$ cat config.mk
export PLATFORM = sky130hd
export DESIGN_NAME = cache_mem_bridge_flat
export DESIGN_NICKNAME = d
export VERILOG_FILES = /design/src/rtl/cache_mem_bridge_if.sv /design/src/rtl/cache_mem_bridge.sv /design/src/flat_wrapper.sv
export SDC_FILE = /design/constraint.sdc
export NUM_CORES = 1
export LEC_CHECK = 0
export ABC_CLOCK_PERIOD_IN_PS = 2900
export CORE_MARGIN = 4
export CORE_UTILIZATION = 48
export DETAILED_ROUTE_END_ITERATION = 8
export PLACE_DENSITY = 0.76
export SYNTH_ARGS = -nofsm -noshare
export SYNTH_HDL_FRONTEND = slang
export SYNTH_SLANG_ARGS = --single-unit
$ cat constraint.sdc
create_clock -name clk -period 2.9 [get_ports clk]
set_clock_uncertainty 0.1 [all_clocks]
set_input_delay 0.435 -clock clk [delete_from_list [all_inputs] [get_ports clk]]
set_output_delay 0.435 -clock clk [all_outputs]
set_load 0.05 [all_outputs]
$ cat src/rtl/cache_mem_bridge_if.sv
// rtl/cache_mem_bridge_if.sv - cache-side and memory-side request/response bundle for cache_mem_bridge
interface cache_mem_bridge_if #(
    parameter int ADDR_WIDTH = 32,
    parameter int DATA_WIDTH = 32,
    parameter int WBUF_DEPTH = 4
);
    localparam int CNT_W = $clog2(WBUF_DEPTH) + 1;

    logic                  c_req_valid;
    logic                  c_req_ready;
    logic                  c_req_we;
    logic [ADDR_WIDTH-1:0] c_req_addr;
    logic [DATA_WIDTH-1:0] c_req_wdata;
    logic                  c_rsp_valid;
    logic [DATA_WIDTH-1:0] c_rsp_data;
    logic                  m_req_valid;
    logic                  m_req_ready;
    logic                  m_req_we;
    logic [ADDR_WIDTH-1:0] m_req_addr;
    logic [DATA_WIDTH-1:0] m_req_wdata;
    logic                  m_rsp_valid;
    logic [DATA_WIDTH-1:0] m_rsp_data;
    logic [CNT_W-1:0]      wbuf_count;
    logic                  busy;

    // The bridge itself uses the slave view; the cache/memory environment uses master.
    modport slave (
        input  c_req_valid, c_req_we, c_req_addr, c_req_wdata,
        input  m_req_ready, m_rsp_valid, m_rsp_data,
        output c_req_ready, c_rsp_valid, c_rsp_data,
        output m_req_valid, m_req_we, m_req_addr, m_req_wdata,
        output wbuf_count, busy
    );

    modport master (
        output c_req_valid, c_req_we, c_req_addr, c_req_wdata,
        output m_req_ready, m_rsp_valid, m_rsp_data,
        input  c_req_ready, c_rsp_valid, c_rsp_data,
        input  m_req_valid, m_req_we, m_req_addr, m_req_wdata,
        input  wbuf_count, busy
    );
endinterface

$ cat src/rtl/cache_mem_bridge.sv
// rtl/cache_mem_bridge.sv - posted write buffer plus single-outstanding read path between cache and RAM
module cache_mem_bridge #(
    parameter int ADDR_WIDTH = 32,
    parameter int DATA_WIDTH = 32,
    parameter int WBUF_DEPTH = 4
) (
    input  logic              clk,
    input  logic              reset_n,
    cache_mem_bridge_if.slave bus
);
    localparam int PTR_W = $clog2(WBUF_DEPTH);
    localparam int CNT_W = PTR_W + 1;
    localparam logic [ADDR_WIDTH-1:0] ALIGN_MASK =
        ~(ADDR_WIDTH'(DATA_WIDTH / 8) - ADDR_WIDTH'(1));
    localparam logic [CNT_W-1:0] FULL = CNT_W'(WBUF_DEPTH);

    typedef enum logic [1:0] {IDLE, DRAIN, RD_REQ, RD_WAIT} state_t;

    state_t                state_q, state_d;
    logic [PTR_W-1:0]      wr_ptr_q, wr_ptr_d;
    logic [PTR_W-1:0]      rd_ptr_q, rd_ptr_d;
    logic [CNT_W-1:0]      count_q, count_d;
    logic [ADDR_WIDTH-1:0] rd_addr_q, rd_addr_d;
    logic [DATA_WIDTH-1:0] rsp_data_q, rsp_data_d;
    logic                  rsp_valid_q, rsp_valid_d;

    logic [ADDR_WIDTH-1:0] wbuf_addr_mem [WBUF_DEPTH];
    logic [DATA_WIDTH-1:0] wbuf_data_mem [WBUF_DEPTH];

    logic req_ready;
    logic accept;
    logic push;
    logic pop;
    logic drain_active;

    assign req_ready    = (state_q == IDLE) && (count_q < FULL);
    assign accept       = bus.c_req_valid && req_ready;
    assign push         = accept && bus.c_req_we;
    assign drain_active = ((state_q == IDLE) || (state_q == DRAIN)) && (count_q != '0);
    assign pop          = drain_active && bus.m_req_ready;

    always_comb begin
        state_d     = state_q;
        wr_ptr_d    = push ? wr_ptr_q + PTR_W'(1) : wr_ptr_q;
        rd_ptr_d    = pop ? rd_ptr_q + PTR_W'(1) : rd_ptr_q;
        count_d     = count_q;
        rd_addr_d   = rd_addr_q;
        rsp_data_d  = rsp_data_q;
        rsp_valid_d = 1'b0;

        if (push && !pop) begin
            count_d = count_q + CNT_W'(1);
        end else if (pop && !push) begin
            count_d = count_q - CNT_W'(1);
        end

        case (state_q)
            IDLE: begin
                if (accept && !bus.c_req_we) begin
                    rd_addr_d = bus.c_req_addr & ALIGN_MASK;
                    state_d   = ((count_q == '0) && !push) ? RD_REQ : DRAIN;
                end
            end
            DRAIN: begin
                if ((count_q == '0) || (pop && (count_q == CNT_W'(1)))) begin
                    state_d = RD_REQ;
                end
            end
            RD_REQ: begin
                if (bus.m_req_ready) begin
                    state_d = RD_WAIT;
                end
            end
            RD_WAIT: begin
                if (bus.m_rsp_valid) begin
                    rsp_data_d  = bus.m_rsp_data;
                    rsp_valid_d = 1'b1;
                    state_d     = IDLE;
                end
            end
            default: state_d = IDLE;
        endcase
    end

    always_ff @(posedge clk or negedge reset_n) begin
        if (!reset_n) begin
            state_q     <= IDLE;
            wr_ptr_q    <= '0;
            rd_ptr_q    <= '0;
            count_q     <= '0;
            rd_addr_q   <= '0;
            rsp_data_q  <= '0;
            rsp_valid_q <= 1'b0;
        end else begin
            state_q     <= state_d;
            wr_ptr_q    <= wr_ptr_d;
            rd_ptr_q    <= rd_ptr_d;
            count_q     <= count_d;
            rd_addr_q   <= rd_addr_d;
            rsp_data_q  <= rsp_data_d;
            rsp_valid_q <= rsp_valid_d;
        end
    end

    // Entries are only read while count_q says they hold data, so storage needs no reset.
    always_ff @(posedge clk) begin
        if (push) begin
            wbuf_addr_mem[wr_ptr_q] <= bus.c_req_addr & ALIGN_MASK;
            wbuf_data_mem[wr_ptr_q] <= bus.c_req_wdata;
        end
    end

    assign bus.c_req_ready = req_ready;
    assign bus.c_rsp_valid = rsp_valid_q;
    assign bus.c_rsp_data  = rsp_data_q;
    assign bus.m_req_valid = drain_active || (state_q == RD_REQ);
    assign bus.m_req_we    = drain_active;
    assign bus.m_req_addr  = drain_active ? wbuf_addr_mem[rd_ptr_q] :
                             (state_q == RD_REQ) ? rd_addr_q : '0;
    assign bus.m_req_wdata = drain_active ? wbuf_data_mem[rd_ptr_q] : '0;
    assign bus.wbuf_count  = count_q;
    assign bus.busy        = (state_q != IDLE) || (count_q != '0);

    wbuf_no_overflow: assert property (@(posedge clk) disable iff (!reset_n)
        !(push && (count_q == FULL)));
    wbuf_no_underflow: assert property (@(posedge clk) disable iff (!reset_n)
        !(pop && (count_q == '0)));
endmodule

$ cat src/flat_wrapper.sv
// flat-port wrapper written by rule: the top's interface ports become plain ports
module cache_mem_bridge_flat 
#(
    parameter int ADDR_WIDTH = 32,
    parameter int DATA_WIDTH = 32,
    parameter int WBUF_DEPTH = 4
)
  (clk, reset_n, bus_c_req_valid, bus_c_req_we, bus_c_req_addr, bus_c_req_wdata, bus_m_req_ready, bus_m_rsp_valid, bus_m_rsp_data, bus_c_req_ready, bus_c_rsp_valid, bus_c_rsp_data, bus_m_req_valid, bus_m_req_we, bus_m_req_addr, bus_m_req_wdata, bus_wbuf_count, bus_busy);
  cache_mem_bridge_if #(.ADDR_WIDTH(ADDR_WIDTH), .DATA_WIDTH(DATA_WIDTH), .WBUF_DEPTH(WBUF_DEPTH)) bus_i ();
  input  logic clk;
  input  logic reset_n;
  input wire logic [$bits(bus_i.c_req_valid)-1:0] bus_c_req_valid;
  input wire logic [$bits(bus_i.c_req_we)-1:0] bus_c_req_we;
  input wire logic [$bits(bus_i.c_req_addr)-1:0] bus_c_req_addr;
  input wire logic [$bits(bus_i.c_req_wdata)-1:0] bus_c_req_wdata;
  input wire logic [$bits(bus_i.m_req_ready)-1:0] bus_m_req_ready;
  input wire logic [$bits(bus_i.m_rsp_valid)-1:0] bus_m_rsp_valid;
  input wire logic [$bits(bus_i.m_rsp_data)-1:0] bus_m_rsp_data;
  output wire logic [$bits(bus_i.c_req_ready)-1:0] bus_c_req_ready;
  output wire logic [$bits(bus_i.c_rsp_valid)-1:0] bus_c_rsp_valid;
  output wire logic [$bits(bus_i.c_rsp_data)-1:0] bus_c_rsp_data;
  output wire logic [$bits(bus_i.m_req_valid)-1:0] bus_m_req_valid;
  output wire logic [$bits(bus_i.m_req_we)-1:0] bus_m_req_we;
  output wire logic [$bits(bus_i.m_req_addr)-1:0] bus_m_req_addr;
  output wire logic [$bits(bus_i.m_req_wdata)-1:0] bus_m_req_wdata;
  output wire logic [$bits(bus_i.wbuf_count)-1:0] bus_wbuf_count;
  output wire logic [$bits(bus_i.busy)-1:0] bus_busy;
  assign bus_i.c_req_valid = bus_c_req_valid;
  assign bus_i.c_req_we = bus_c_req_we;
  assign bus_i.c_req_addr = bus_c_req_addr;
  assign bus_i.c_req_wdata = bus_c_req_wdata;
  assign bus_i.m_req_ready = bus_m_req_ready;
  assign bus_i.m_rsp_valid = bus_m_rsp_valid;
  assign bus_i.m_rsp_data = bus_m_rsp_data;
  assign bus_c_req_ready = bus_i.c_req_ready;
  assign bus_c_rsp_valid = bus_i.c_rsp_valid;
  assign bus_c_rsp_data = bus_i.c_rsp_data;
  assign bus_m_req_valid = bus_i.m_req_valid;
  assign bus_m_req_we = bus_i.m_req_we;
  assign bus_m_req_addr = bus_i.m_req_addr;
  assign bus_m_req_wdata = bus_i.m_req_wdata;
  assign bus_wbuf_count = bus_i.wbuf_count;
  assign bus_busy = bus_i.busy;
  cache_mem_bridge #(.ADDR_WIDTH(ADDR_WIDTH), .DATA_WIDTH(DATA_WIDTH), .WBUF_DEPTH(WBUF_DEPTH)) u_core (.clk(clk), .reset_n(reset_n), .bus(bus_i));
endmodule
==> flow_summary.toml <==
[outcome]
run_status = "finished, final reports clean"

[layout]
antenna_cells = 0
drive_gt1_share_pct = 30.3
final_area_um2 = 16200
syn2layout_area_growth_pct = 28.8
nets = 1012

[global_route]
first_global_vias = 7328
use_met3_pct = 5.44
antenna_found_initial = 0
met1_usage_pct = 24.6
grtUsageTotal_pct = 18.4
grt_pass1_wl_um = 41200
gr-total-overflow = 0
busiest_layer = "met2"
grtUsageMet2_pct = 30.4
grt_max_degree = 50

[synth]
syn_area_per_cell_um2 = 18.9
synth_adder_area_share_pct = 1.39
synth_top_family_by_area = "multiplexers"
syn_area_um2 = 12600
ys_seq_area_share_pct = 73.4
synth_xor_area_share_pct = 0.417
muxShareOfSynthArea_pct = 16.9
synth_compound_area_share_pct = 0.278
ys_seq_elements = 320
syn_inst = 666
synth.yosys.warnings = 0
synth.distinct_cells = 28
yosys.area_share.simple_pct = 5.45

[pwr]
p_leak_nw = 5.98
powerDensity_nw_per_um2 = 1190
peakVddDrop_mv = 1.05

[worst_setup_path]
ff2ff_path_depth = 6
cp_common_cell = "nand2_1"
cp_slowest_cell = "dfrtp_1"
worst_ep_arrival_time_ns = 2.21
cp.required_ns = 2.37
path_delay_family = "buffers and inverters"
setup.worst_path.start_class = "flop"
end_kind = "output pin"
regToRegSetupSlack_ns = 0.53
cp_num_buf_inv = 4
path_class = "reg -> out"
rr_endpoint = "u_core.wbuf_addr_mem[1][12]"
max_stage_delay_ns = 0.41
r2r-start = "u_core.state_q[0]"
path_max_fanout = 13
crit_chain = "inv_2 > ha_1 > nor2_1 > or2_4 > inv_8 > buf_6 > nand2_1 > nand2_1 > buf_4"

[cts]
cts.sinks = 320
cts_tree = "built"
worstSkewPairLatency_ns = 0.49
htree_levels = 2
clk_pin_slew_ns = 0.06
cts-root-buf = "clkbuf_16"
cts_buffers = 34
clockBufferDepth = 3

[floorplanning]
dieArea_um2 = 28900
die_y_um = 170
num_io_pins = 206
die_w_um = 170
start_util_pct = 48.6
std_cell_rows = 59
coreArea_um2 = 25900

[sta]
finalSetupViolations = 0
slew_headroom_pct = 64.1
grt_setup_unrepaired = "no"
hold_viol_final = 0
holdWs_ns = 0.317
timing.setup.tns_ns = 0
fin_crit_ns = 2.75
worst_slew_pin_slew_ns = 0.538
clock.fmax_ghz = 0.364
fin_crit_sh_pct = 94.7
drv_slew = 0

[routing]
drt_iter0_drc = 487
wl_per_cell_um = 21.0
via_per_inst = 5.38
ant_nets = 0
first_pass_iters = 8
drc = 0
num_vias = 6747
drt-total-wl_um = 26300

[placement]
portBuffers = 201
gp_congestion = 0.707
dpl_cell_area_um2 = 15000
dp_hpwl_um = 16200

[flow_run]
maxCapViolCount = 0

[min_path]
min_path_type = "in -> async"
registers in the layout, indices dropped and copies added (netlist names):
register,count
u_core.bus.c_rsp_data,32
u_core.bus.c_rsp_valid,1
u_core.bus.wbuf_count,3
u_core.rd_addr_q,30
u_core.rd_ptr_q,2
u_core.state_q,2
u_core.wbuf_addr_mem,120
u_core.wbuf_data_mem,128
u_core.wr_ptr_q,2
where the power goes:
part / internal, mW / switching, mW
Combinational: 3.45 / 5.75
Clock: 2.47 / 1.67
Sequential: 5.61 / 0.382
cell type report:
type	instances	area [µm²]
Timing Repair Buffer	230	2320
Multi-Input combinational cell	300	3120
Inverter	10	45.0
Tap cell	335	419
Fill cell	1868	9680
Sequential cell	320	9260
Clock buffer	38	887
Clock inverter	20	176
logic make-up after synthesis:
kind of cell / Yosys count
flops: 320
fa+ha+maj: 14
buf+inv: 47
other cells: 1
mux: 128
compound gates: 6
simple gates: 144
xor+xnor: 6
through the flow:
step                util [%]  power [mW]  setup slack, ns  std cells
floorplan                  -        12.3           0.0119        667
global placement        57.9        14.9            0.426       1190
global route            62.6        20.3         0.000105       1253
detailed placement      57.9        15.0            0.328       1190
finish                  62.6        19.3            0.154       1253
CTS                     62.6        19.6           0.0179       1253
synth_stat cells:
cell        n  area [µm²]
a21oi_1     1        5.00
a222oi_1    1        10.0
and2_1     36         225
and3_1      1        6.26
buf_1       1        3.75
buf_2       9        45.0
buf_4      10        75.1
buf_6       5        56.3
clkbuf_1   12        45.0
conb_1      1        3.75
dfrtp_1    72        1800
edfxtp_1  248        7450
ha_1       14         175
inv_1       9        33.8
inv_2       1        3.75
mux2_2     62         698
mux2i_1     4        40.0
mux4_2     62        1400
nand2_1    68         255
nand2b_1    1        6.26
nand3_1    31         155
nor2_1      3        11.3
nor2b_1     2        12.5
o21ai_0     4        20.0
or2_1       1        6.26
or3b_1      1        8.76
xnor2_1     4        35.0
xor2_1      2        17.5
worst max-delay path by stage:
stage,startpoint,to,cells past startpoint
final,u_core.state_q[0],bus_m_req_addr[22],9
after global routing,u_core.bus.wbuf_count[1],bus_m_req_addr[7],8
after CTS,u_core.bus.wbuf_count[0],bus_m_req_wdata[3],8
after detailed placement,u_core.bus.wbuf_count[0],u_core.bus.wbuf_count[2],10
after global placement,u_core.bus.wbuf_count[0],u_core.bus.wbuf_count[2],11
after floorplan,u_core.bus.wbuf_count[0],bus_m_req_addr[22],10
layer usage:
| metal | wire, µm | part of all wire (%) |
|---|---|---|
| met1 | 10700 | 41 |
| met2 | 12900 | 49 |
| met3 | 2260 | 8.6 |
| met4 | 475 | 1.8 |
| met5 | 0 | 0 |
what timing repair did:
| action | 4_1_cts | 5_1_grt |
|---|---|---|
| gates cloned | 2 | 0 |
| hold endpoints to repair | 23 | 0 |
| pin swaps | 0 | 1 |
| setup buffers | 2 | 0 |
| endpoints found under the setup margin | 60 | 45 |
| hold buffers | 1 | 0 |
| resized for setup | 19 | 9 |
layout by cell type (no fill, tap or decap), drive strengths merged, types with 3 or more instances in the layout:
master / instances
dfrtp: 72
clkinv: 15
nand3: 31
edfxtp: 248
mux2i: 4
xnor2: 4
o21ai: 4
buf: 93
ha: 14
mux4: 62
and2: 36
mux2: 62
bufinv: 3
nor2: 3
clkbuf: 38
nand2: 68
clkdlybuf4s50: 134
inv: 12
Note: power is estimated with default switching activity, not from simulation.
==> edit 1 (same flow settings) <==
`WBUF_DEPTH` is set to 4 in 3 places; all go to 2.
--- a/src/rtl/cache_mem_bridge_if.sv
+++ b/src/rtl/cache_mem_bridge_if.sv
@@ -3,5 +3,5 @@
     parameter int ADDR_WIDTH = 32,
     parameter int DATA_WIDTH = 32,
-    parameter int WBUF_DEPTH = 4
+    parameter int WBUF_DEPTH = 2
 );
     localparam int CNT_W = $clog2(WBUF_DEPTH) + 1;
--- a/src/rtl/cache_mem_bridge.sv
+++ b/src/rtl/cache_mem_bridge.sv
@@ -3,5 +3,5 @@
     parameter int ADDR_WIDTH = 32,
     parameter int DATA_WIDTH = 32,
-    parameter int WBUF_DEPTH = 4
+    parameter int WBUF_DEPTH = 2
 ) (
     input  logic              clk,
--- a/src/flat_wrapper.sv
+++ b/src/flat_wrapper.sv
@@ -4,5 +4,5 @@
     parameter int ADDR_WIDTH = 32,
     parameter int DATA_WIDTH = 32,
-    parameter int WBUF_DEPTH = 4
+    parameter int WBUF_DEPTH = 2
 )
   (clk, reset_n, bus_c_req_valid, bus_c_req_we, bus_c_req_addr, bus_c_req_wdata, bus_m_req_ready, bus_m_rsp_valid, bus_m_rsp_data, bus_c_req_ready, bus_c_rsp_valid, bus_c_rsp_data, bus_m_req_valid, bus_m_req_we, bus_m_req_addr, bus_m_req_wdata, bus_wbuf_count, bus_busy);
Ports: changed (resized bus_wbuf_count); port bits go from 206 to 205. The function was not compared with the original's and may differ.
==> edit 1 against the original RTL <==
Setup slack worse by 0.065 ns. Global-route usage up 0.63 points. Via count down 31%. Sequential cell count down 127. Count of clock-buffer cells in the layout down 17. Power down 26%. Wire length down 35%. Cell area down 33%. Synthesized area down 39%. Die area down 37%. Core utilization up 5.8 points. Non-clock buffer count down 18. Critical path type unchanged. Critical endpoint is now bus_m_req_addr[29].
==> edit 1: results (changes against the original RTL) <==
* 4.25 nW — static leakage, -29%
* 46 — cell row count, -22%
* 193 — Seq cells, -40%
* 70 — pin count of the biggest net entering global routing, +40%
* 4679 — total number of vias, -31%
* 797 — NumNets Final, -21%
* 212 — number of non-clock buffers, -7.8%
* 64 — number of flip-flops under the largest register name, -50%
* 17 — number of buffers inserted during clock tree synthesis, -50%
* 5.37% — clock network area share, -1.2 points
* 124 — Post-synth EDFFs, -50%
* 0.0102 mm² — placed standard-cell area, -32%
* 5228 — vias in the first global route, -29%
* 70.4% — sequential cell area fraction in the yosys report, -3.0 points
* sky130_fd_sc_hd__edfxtp_1 (124), sky130_fd_sc_hd__dfrtp_1 (69), sky130_fd_sc_hd__mux2_2 (63), sky130_fd_sc_hd__mux2i_1 (63), sky130_fd_sc_hd__nor2_1 (34) — top post-synthesis cells by count
* finished, final reports clean — run status
* 50.4% — Seq/total area, -6.7 points
* 31 — Crit Path Max Fanout, +18
* u_core.bus.wbuf_count[1]$_DFFE_PN0P_ — end of the worst register-to-register path
* 35.8% — fraction of synthesis flops using an asynchronous set or reset pin, +13 points
* 9 — count of non-CTS inverters in the layout, -1
* 19.3% — multi-input combinational area share, +0.081 points
* 21 — clock buffers, -45%
* 26.9 mm — global-route wire length before repair, -35%
* 0.43 ns — clock latency reported for the late side of the worst-skew pair, -0.06 ns
* 2 — CTS max path bufs, -1
* 4 — H-tree lvl count, +2
* 9 — cells on worst reg2reg path, +3
* 1072 — count of fill cells added during filler insertion, -43%
* 29 — Cell variety after synth, +3.6%
* 5 — TritonRoute pass-1 iters, -3
* 0.803 — RD Place Congestion, +13%
* 8.46% — met3 global-route usage, +3.0 points
* 209 — Starting DRT DRC Count, -57%
* 200 — number of input and output port buffers inserted, -0.50%
-- edit 1: worst max path at each step --
| stage | end | cells past startpoint | startpoint | slack, ns |
|---|---|---|---|---|
| floorplan | bus_m_req_addr[25] | 6 | u_core.bus.wbuf_count[1]$_DFFE_PN0P_ | 0.03 |
| global placement | bus_m_req_addr[30] | 8 | u_core.state_q[0]$_DFFE_PN0P_ | 0.49 |
| detailed placement | bus_m_req_addr[21] | 8 | u_core.state_q[0]$_DFFE_PN0P_ | 0.43 |
| CTS | bus_m_req_addr[30] | 8 | u_core.state_q[0]$_DFFE_PN0P_ | -0.04 |
| global route | bus_m_req_addr[25] | 7 | u_core.state_q[0]$_DFFE_PN0P_ | -0.006 |
| finish | bus_m_req_addr[29] | 7 | u_core.state_q[0]$_DFFE_PN0P_ | 0.09 |
-- edit 1: per-stage QoR --
| stage | power (W) | setup slack (ns) | instances | util (%) | hold WS (ns) |
|---|---|---|---|---|---|
| after global routing | 0.0149 | -0.00623 | 916 | 68.4 | 0.0954 |
| after detailed placement | 0.0119 | 0.433 | 881 | 64.3 | 0.394 |
| after CTS | 0.0142 | -0.0398 | 913 | 68.0 | 0.0719 |
| after floorplan | 0.00893 | 0.0334 | 484 | - | 0.0394 |
| after global placement | 0.0118 | 0.486 | 881 | 64.3 | 0.387 |
| final | 0.0142 | 0.0897 | 916 | 68.4 | 0.0389 |
-- edit 1: routing by layer --
layer / vias to the layer above / part of all wire, %
met2: 186 / 49
met1: 2295 / 40
li1: 2184 / -
met3: 14 / 9.8
met5: - / 0
met4: 0 / 1.3
-- edit 1: where the power goes --
part | switching (W) | internal, W | leakage [nW] | total (W)
combinational | 0.00485 | 0.00317 | 2.02 | 0.00802
clock | 0.00102 | 0.00124 | 0.289 | 0.00226
sequential | 0.000383 | 0.00356 | 1.95 | 0.00395
-- edit 1: critical path, stage by stage, from the launching register on --
cell                        delay [ns]
sky130_fd_sc_hd__dfrtp_1          0.41
sky130_fd_sc_hd__inv_1            0.14
sky130_fd_sc_hd__ha_2             0.25
sky130_fd_sc_hd__nor2_1           0.06
sky130_fd_sc_hd__or2_4            0.32
sky130_fd_sc_hd__clkbuf_16        0.24
sky130_fd_sc_hd__o21ai_1          0.25
sky130_fd_sc_hd__buf_12           0.17
-- edit 1: cells by family after synthesis --
group | after synthesis | synth area share [%]
other | 1 | 0.0484
flip-flops | 193 | 70.4
buffers and inverters | 37 | 3.12
multiplexers | 126 | 17.3
XOR/XNOR | 4 | 0.452
adder cells (fa/ha/maj) | 8 | 1.29
AND/OR/NAND/NOR | 79 | 4.93
AO/OA/AOI/OAI | 35 | 2.50
-- edit 1: repair_timing --
item	in CTS	in global routing
gates resized for setup	3	5
gates cloned	0	1
buffers inserted	0	2
pin swaps	0	1
setup endpoints to repair	17	51
hold buffers	0	0
==> edit 2 (same flow settings) <==
Made on the original files. Reset style: synchronous (`reset_n`), changed in one clocked block.
--- a/src/rtl/cache_mem_bridge.sv
+++ b/src/rtl/cache_mem_bridge.sv
@@ -83,5 +83,5 @@
     end
 
-    always_ff @(posedge clk or negedge reset_n) begin
+    always_ff @(posedge clk) begin
         if (!reset_n) begin
             state_q     <= IDLE;
Behaviour: differs if reset_n is asserted again (counterexample within 4 cycles, from zero or initial values and one cycle with reset_n low); with reset_n held inactive, the same outputs for 4 cycles.
==> edit 2 against the original RTL <==
Critical path depth did not move. Cell area rose by 5.8%. Clock power rose by 5.6%. Largest cell class unchanged. Largest power group unchanged. Setup slack got worse by 0.017 ns. Wire length rose by 5.7%. Combinational power fell by 4.8%. Sequential cell count rose by 2. Synthesized area rose by 1.4%. Power fell by 3.8%. Via count rose by 11%. Core utilization rose by 3.1 points.
==> edit 2: results (changes against the original RTL) <==
* 15.5 µm² — per-instance average area after synthesis, -18%
* 6.65% — clock network area share, +0.093 points
* 2.23 ns — data arrival time at the worst-slack endpoint, +0.02 ns
* 1151 — NumNets Final, +14%
* 0.729 — RD Place Congestion, +3.1%
* 0.358 ns — Setup Slack @ Placement, +0.0294 ns
* sky130_fd_sc_hd__edfxtp_1 (58%), sky130_fd_sc_hd__dfxtp_1 (12%), sky130_fd_sc_hd__mux4_2 (7.4%) — most area-consuming cells after synthesis
* 31.5% — GR Layer Usage met2, +1.1 points
* 42.5 mm — global-route wire length before repair, +3.2%
* in2reg — type of the worst min-delay path
* 8 — cells on worst reg2reg path, +2
* 1.36 mm — routed wl met3, -40%
* finished, final reports clean — run status
* 18.6% — global router's overall resource usage, +0.14 points
* u_core.bus.wbuf_count[2]$_SDFFE_PN0P_ — end of the worst register-to-register path
* 7789 — vias in the first global route, +6.3%
* 0.35 ns — delay of the slowest critical-path stage, -0.06 ns
* u_core.state_q[0]$_SDFFE_PN0P_ — Worst setup startpoint
* 1848 — count of fill cells added during filler insertion, -1.1%
* 0.40 ns — worst setup slack for register-to-register paths, -0.13 ns
* 16.8 mm — placed wire-length estimate, +3.7%
* 5.38 — routed vias/inst, about the same
* u_core.bus.wbuf_count[1]$_SDFFE_PN0P_ — Critical R2R Launch
* met5 — top layer reached by signal wires
* 11.7 mm — met1 wire length, +9.2%
* 0.137 ns — worst path setup slack after routing, -0.0169 ns
* 52.1% — Seq/total area, -5.0 points
* 43 — pin count of the biggest net entering global routing, -14%
* 20.5% — multi-input combinational area share, +1.2 points
* 0.0293 mm² — area of the die, +1.3%
* 579 — Starting DRT DRC Count, +19%
* 436 — multi-input gate count, +45%
* 18.1% — Layout non-clock buf frac, +3.8 points
* 0.000932 V — worst supply voltage drop on vdd, -11%
* 0.343% — synthesized-area fraction occupied by xor and xnor cells, -0.074 points
* 0 — number of hold-repair buffers added at the cts stage, -1
* 0.360 ns — Final Hold Slack, +0.0432 ns
* 4.09% — Synth Area in Compound Gates, +3.8 points
* sky130_fd_sc_hd__edfxtp_1 (248), sky130_fd_sc_hd__nand2_1 (192), sky130_fd_sc_hd__dfxtp_1 (74), sky130_fd_sc_hd__a21boi_0 (63), sky130_fd_sc_hd__mux4_2 (42) — top post-synthesis cells by count
* 0.0159 mm² — placed standard-cell area, +6.3%
* 3.42% — met3 global-route usage, -2.0 points
* 1.37% — adder-cell area share of the yosys netlist, -0.019 points
* 35 — number of buffers inserted during clock tree synthesis, +2.9%
==> edit 2: what timing repair did <==
action                     4_1_cts  5_1_grt
gates cloned                     0        2
buffers inserted                 0        2
resized for setup                1        8
pin swaps                        0        1
setup endpoints to repair       26       35
==> edit 2: worst max-delay path: cells and delay by family, from the launching register on <==
kind,cells,cell delay (ns)
AND/OR/NAND/NOR,4,0.61
buffers and inverters,4,0.54
flip-flops,1,0.35
adder cells (fa/ha/maj),1,0.22
==> edit 2: cell families (layout without fill, tap and decap cells) <==
family / Yosys count / count (layout)
fa+ha+maj: 14 / 14
other cells: 1 / 2
simple gates: 279 / 279
xor+xnor: 5 / 5
mux: 65 / 65
compound gates: 71 / 71
buf+inv: 65 / 302
flops: 322 / 322
==> edit 2: power breakdown <==
group | switching (W) | internal [W]
Combinational | 0.00492 | 0.00385
Clock | 0.00165 | 0.00271
Sequential | 0.000145 | 0.00532
Total | 0.00672 | 0.0119
